### config.mk
export PLATFORM = sky130hd
export DESIGN_NAME = mdu_seq
export DESIGN_NICKNAME = d
export VERILOG_FILES = /design/src/rtl/mdu_seq.sv
export SDC_FILE = /design/constraint.sdc
export NUM_CORES = 1
export LEC_CHECK = 0
export ABC_AREA = 0
export CORE_ASPECT_RATIO = 1.1
export CORE_UTILIZATION = 53
export DETAILED_ROUTE_END_ITERATION = 6
export PLACE_DENSITY_LB_ADDON = 0.05
export SLEW_MARGIN = 5
export SYNTH_ARGS = -nofsm -noshare
export SYNTH_HDL_FRONTEND = slang
export SYNTH_SLANG_ARGS = --single-unit
### constraint.sdc
create_clock -name clk -period 3 [get_ports clk]
set_input_delay 0.3 -clock clk [delete_from_list [all_inputs] [get_ports clk]]
set_output_delay 0.3 -clock clk [all_outputs]
set_load 0.1 [all_outputs]
### src/rtl/mdu_seq.sv
// Sequential multiply/divide unit owning HI/LO for the multicycle MIPS core.
// Signed ops run on magnitudes; signs are reapplied in the FIX state.
module mdu_seq #(
  parameter int WIDTH    = 32,
  parameter bit FAST_MUL = 1'b0
) (
  input  logic             clk,
  input  logic             reset,
  input  logic             start,
  input  logic [1:0]       op,
  input  logic [WIDTH-1:0] a,
  input  logic [WIDTH-1:0] b,
  input  logic             mthi,
  input  logic             mtlo,
  input  logic [WIDTH-1:0] wdata,
  output logic             busy,
  output logic             done,
  output logic [WIDTH-1:0] hi,
  output logic [WIDTH-1:0] lo
);

  localparam int W  = WIDTH;
  localparam int CW = (W > 1) ? $clog2(W) : 1;

  typedef enum logic [1:0] {
    IDLE,
    CALC,
    FIX
  } state_t;

  state_t         state_q;
  logic [CW-1:0]  cnt_q;
  logic [2*W-1:0] acc_q;
  logic [W-1:0]   dv_q;
  logic [W-1:0]   hi_q, lo_q;
  logic           busy_q, done_q;
  logic           div_q, dz_q, neg_q, rneg_q;

  logic           sgn_in;
  logic [W-1:0]   ma, mb;
  logic [2*W-1:0] fprod;
  logic [W:0]     msum;
  logic [2*W-1:0] mul_step;
  logic [W:0]     rsh, rdiff;
  logic           ge;
  logic [W-1:0]   rnew;
  logic [2*W-1:0] div_step;
  logic [2*W-1:0] prod_f;
  logic [W-1:0]   q_f, r_f;

  always_comb begin
    sgn_in = ~op[0];
    ma     = (sgn_in && a[W-1]) ? -a : a;
    mb     = (sgn_in && b[W-1]) ? -b : b;
    fprod  = {{W{1'b0}}, ma} * {{W{1'b0}}, mb};
  end

  // Multiply: acc = {partial, multiplier}, shift right one bit per step.
  always_comb begin
    msum     = {1'b0, acc_q[2*W-1:W]}
             + (acc_q[0] ? {1'b0, dv_q} : {(W+1){1'b0}});
    mul_step = {msum, acc_q[W-1:1]};
  end

  // Divide: acc = {remainder, dividend/quotient}, restoring step.
  always_comb begin
    rsh      = {acc_q[2*W-1:W], acc_q[W-1]};
    ge       = (rsh >= {1'b0, dv_q});
    rdiff    = rsh - {1'b0, dv_q};
    rnew     = ge ? rdiff[W-1:0] : rsh[W-1:0];
    div_step = {rnew, acc_q[W-2:0], ge};
  end

  always_comb begin
    prod_f = neg_q ? -acc_q : acc_q;
    q_f    = neg_q ? -acc_q[W-1:0] : acc_q[W-1:0];
    r_f    = rneg_q ? -acc_q[2*W-1:W] : acc_q[2*W-1:W];
  end

  always_ff @(posedge clk) begin
    if (reset) begin
      state_q <= IDLE;
      cnt_q   <= '0;
      acc_q   <= '0;
      dv_q    <= '0;
      hi_q    <= '0;
      lo_q    <= '0;
      busy_q  <= 1'b0;
      done_q  <= 1'b0;
      div_q   <= 1'b0;
      dz_q    <= 1'b0;
      neg_q   <= 1'b0;
      rneg_q  <= 1'b0;
    end else begin
      done_q <= 1'b0;
      unique case (state_q)
        IDLE: begin
          if (mthi) hi_q <= wdata;
          if (mtlo) lo_q <= wdata;
          if (start) begin
            busy_q <= 1'b1;
            div_q  <= op[1];
            cnt_q  <= '0;
            dz_q   <= 1'b0;
            neg_q  <= sgn_in & (a[W-1] ^ b[W-1]);
            rneg_q <= sgn_in & a[W-1];
            dv_q   <= mb;
            if (op[1] && b == '0) begin
              dz_q    <= 1'b1;
              acc_q   <= {a, {W{1'b1}}};
              state_q <= FIX;
            end else if (op[1]) begin
              acc_q   <= {{W{1'b0}}, ma};
              state_q <= CALC;
            end else if (FAST_MUL) begin
              acc_q   <= fprod;
              state_q <= FIX;
            end else begin
              acc_q   <= {{W{1'b0}}, mb};
              dv_q    <= ma;
              state_q <= CALC;
            end
          end
        end
        CALC: begin
          acc_q <= div_q ? div_step : mul_step;
          cnt_q <= cnt_q + CW'(1);
          if (cnt_q == CW'(W-1)) state_q <= FIX;
        end
        FIX: begin
          if (dz_q) begin
            hi_q <= acc_q[2*W-1:W];
            lo_q <= acc_q[W-1:0];
          end else if (div_q) begin
            hi_q <= r_f;
            lo_q <= q_f;
          end else begin
            hi_q <= prod_f[2*W-1:W];
            lo_q <= prod_f[W-1:0];
          end
          busy_q  <= 1'b0;
          done_q  <= 1'b1;
          state_q <= IDLE;
        end
        default: state_q <= IDLE;
      endcase
    end
  end

  assign busy = busy_q;
  assign done = done_q;
  assign hi   = hi_q;
  assign lo   = lo_q;

endmodule
==> results of run 1 <==
==> area by class of cell <==
class / instances / area, sq um / area share (%)
clock buffer: 17 / 425 / 1.96
clock inverter: 15 / 204 / 0.938
inverter: 67 / 264 / 1.21
tap: 363 / 454 / 2.09
timing repair buffer: 581 / 4820 / 22.2
sequential: 173 / 3490 / 16.0
multi-input combinational: 1733 / 12100 / 55.6
==> synth_stat cells (6+ instances only) <==
cell,number
xor2_1,64
nor4_1,17
nor4_2,6
nor3b_1,9
and3_1,11
mux2i_1,25
a311oi_1,10
or3_1,17
o31ai_1,21
o21ai_0,119
a31oi_1,22
nor3_1,55
a21o_1,28
a221oi_1,24
a2111oi_0,13
a211oi_1,74
nor2b_1,9
mux2_2,30
dfxtp_1,173
inv_1,67
o22ai_1,35
or4_4,6
nand2_1,213
or2_2,12
o41ai_1,18
and2_1,9
nand4_1,14
a22oi_1,7
a21oi_1,202
xnor2_1,94
a211o_1,10
o211a_1,7
o21a_1,19
or4_1,9
clkbuf_1,123
buf_2,8
o31a_1,6
nor2_1,278
nand3_1,39
nand2b_1,15
o211ai_1,33
ha_1,70
buf_1,10
==> placed cells by master (no fill, tap or decap), types with 12 or more instances in the layout <==
cell	n
xnor2_1	90
dfxtp_2	18
inv_1	53
o21a_1	18
o211ai_1	33
mux2i_1	25
o21ai_0	99
nor4_1	15
nor3_1	49
mux2_2	30
a21o_1	28
o41ai_1	12
or3_1	15
a21oi_1	186
a21oi_2	16
ha_4	18
o21ai_1	20
clkbuf_16	18
ha_1	48
nand4_1	14
buf_4	452
nand3_1	35
o31ai_1	17
nand2b_1	15
xor2_1	63
o22ai_1	34
a221oi_1	17
dfxtp_1	154
a211oi_1	63
nand2_1	207
a31oi_1	16
clkdlybuf4s50_1	107
nor2_1	267
==> metal layers <==
metal / wire, microns / global-route usage (%) / share of wire, % / up-vias
li1: - / - / - / 8661
met1: 25200 / 52.2 / 35 / 9049
met2: 31900 / 74.5 / 45 / 1403
met3: 7720 / 9.99 / 11 / 406
met4: 6830 / 36.3 / 9.5 / 2
met5: 13 / 0 / 0.018 / -
==> registers in the layout, indices dropped and copies added (netlist names) <==
register  flops
acc_q        64
hi           32
neg_q         1
state_q       2
dz_q          1
div_q         1
lo           32
rneg_q        1
dv_q         32
busy          1
done          1
cnt_q         5
==> critical path: cells and delay by family (launching register included) <==
kind                       cells  cell delay, ns
adders and majority gates      1            0.33
xor gates and xnor gates       1            0.10
and+or+nand+nor                2            0.40
AOI/OAI and AO/OA              6            1.35
buffers and inverters          3            0.47
DFF                            1            0.38
==> repair_timing <==
action / in CTS / in global routing
gates cloned: 0 / 1
setup buffers: 3 / 21
gates resized for setup: 83 / 172
setup endpoints to repair: 51 / 64
pin swaps: 16 / 82
==> power groups by stage <==
stage | clock network, mW | logic, mW | registers, mW
floorplan | 0 | 2.14 | 3.08
global placement | 0 | 4.45 | 2.64
detailed placement | 0 | 4.51 | 2.65
CTS | 2.39 | 4.69 | 2.60
global route | 2.48 | 5.47 | 2.65
finish | 2.41 | 5.24 | 2.63
==> logic make-up (layout without fill, tap and decap cells) <==
group,count (synthesis),after routing,share of synthesized area (%)
simple gates,752,752,23.4
buf+inv,211,680,5.32
flops,173,173,22.7
xor+xnor,158,158,9.05
fa+ha+maj,72,72,5.99
mux,55,55,3.85
compound gates,696,696,29.8
==> final timing paths <==
kind,endpoint,slack (ns)
worst max-delay path,acc_q[53],-0.16
worst min-delay path,dv_q[21],0.36
worst max register to register,acc_q[53],-0.16
worst min register to register,dv_q[26],0.46
==> metrics by stage <==
stage | cell area, sq um | setup TNS, ns | worst slack (ns)
2_1_floorplan | 15300 | -0.0309 | -0.0309
3_3_place_gp | 19800 | -11.36 | -0.455
5_1_grt | 21800 | -3.32 | -0.175
4_1_cts | 20800 | -0.0727 | -0.0220
3_5_place_dp | 19800 | -14.49 | -0.439
6_report | 21800 | -0.578 | -0.161
==> results_dict.tcl, run 1 <==
set metrics [dict create \
    status "finished, violations left" \
    violations "setup timing" \
    cts_tree "done" \
    coreArea_sq_um 28100 \
    fin_crit_sh_pct 105 \
    drtAntennaViolNets 0 \
    hp-class "input port to flip-flop" \
    rows 64 \
    antenna_found_initial 1 \
    place_inst 2894 \
    comb_power_share_pct 51.0 \
    worst_hold_slack_ns 0.365 \
    ir_drop_v 0.000364 \
    seq_power_share_pct 25.6 \
    clock_path_buffers 2 \
    synth_area_leaders "dfxtp_1 (23%), nor2_1 (6.8%), a21oi_1 (6.6%)" \
    diodes 0 \
    drive_above_1_share_pct 29.8 \
    cp.required_ns 3.33 \
    hold_depth 2 \
    finalSetupViolCount 10 \
    htree_levels 4 \
    power_density_nw_per_um2 472 \
    crit_path_end_kind "flip-flop" \
    worst_pin_slew_ns 0.970 \
    hpwlAfterDp_microns 52500 \
    slew_viol_final 0 \
    hold_viol_final 0 \
    leakagePower_nw 8.94 \
    crit_chain "inv_6 -> buf_4 -> nor2_1 -> ha_1 -> a21o_1 -> a21o_1 -> a21oi_1 -> buf_4 -> a211oi_4 -> nor2_2 -> xnor2_2 -> a221oi_4 -> a21oi_1" \
    finClkSkew_ns 0.0166 \
    syn-num-nets 2292 \
    p_int_mw 5.81 \
    fin_util_pct 77.4 \
    routed_wl_microns 71600 \
    final_cells 2949 \
    maxSlewHeadroom_pct 35.1 \
    grt_start_max_net_pins 103 \
    clk_pin_slew_ns 0.09 \
    ys_types 88 \
    finalWorstSetupSlack_ns -0.161 \
    nNetsFinal 2748 \
    cap_violations 0 \
    synth_top_area_share_pct 22.7 \
    holdBufCountCts 0 \
    switching_power_mw 4.46 \
    wl_per_cell_microns 24.3 \
    reg2reg_from "acc_q[0]" \
    area.growth.synth_to_final_pct 42.3 \
    p_clk_share_pct 23.4 \
    die-width_microns 164 \
    fillCellCount 1985 \
    synth_cells 2117 \
    dr.pass1.iters 6 \
    synth_flop_cell "dfxtp_1" \
    worstSetupPathType "flip-flop to flip-flop" \
    netlist_area_sq_um 15300 \
    gp_congestion 1.04 \
    ys_seq_area_share_pct 22.7 \
    cts-root-buf "clkbuf_16" \
    critPathMaxStageDelay_ns 0.43 \
    arrival_ns 3.49 \
    rsz0062_at_grt "true" \
    sw_frac_of_total_pct 43.4 \
    design.die.area_sq_um 29500 \
    drc_errors 0 \
    grt_pass1_vias 18400 \
    cp-startpoint "acc_q[0]" \
    synth_edf_count 0 \
    overflow 0 \
    via_count 19500 \
    io_pins 169 \
    track_usage_pct 46.1 \
    port_buffers 168 \
    cp_max_fo 18 \
    total_power_mw 10.3 \
    cts_sinks 173 \
    crit_path_top_delay_cell "a221oi_4" \
    avgSynthCellArea_sq_um 7.22 \
    clk_latency_ns 0.46 \
    via_per_inst 6.62 \
    initial_core_util_pct 54.4 \
    fmax_mhz 316 \
    numCtsBuffers 17 \
    ff2ff_path_depth 13 \
    synth_async_sr_flop_share_pct 0 \
    grt_pass1_wl_microns 104000 \
    critPathLaunchType "flip-flop" \
    hold_start "reset" \
    synth_top_area_cell "dfxtp_1" \
    dr.first_iter.drc_count 2647 \
    ys_ff_latch 173 \
    period_needed_ns 3.16 \
    die_y_microns 180 \
    yosysWarnings 0 \
]
Power figures use the tool's default switching activity.
==> run 2: changes to the inputs <==
--- a/config.mk
+++ b/config.mk
@@ -8,6 +8,7 @@
 export ABC_AREA = 0
 export CORE_ASPECT_RATIO = 1.1
 export CORE_UTILIZATION = 53
+export CTS_CLUSTER_SIZE = 24
 export DETAILED_ROUTE_END_ITERATION = 6
 export PLACE_DENSITY_LB_ADDON = 0.05
 export SLEW_MARGIN = 5
==> results of run 2 <==
Same layout as run 1: the final DEF is identical, and so are final timing and power.
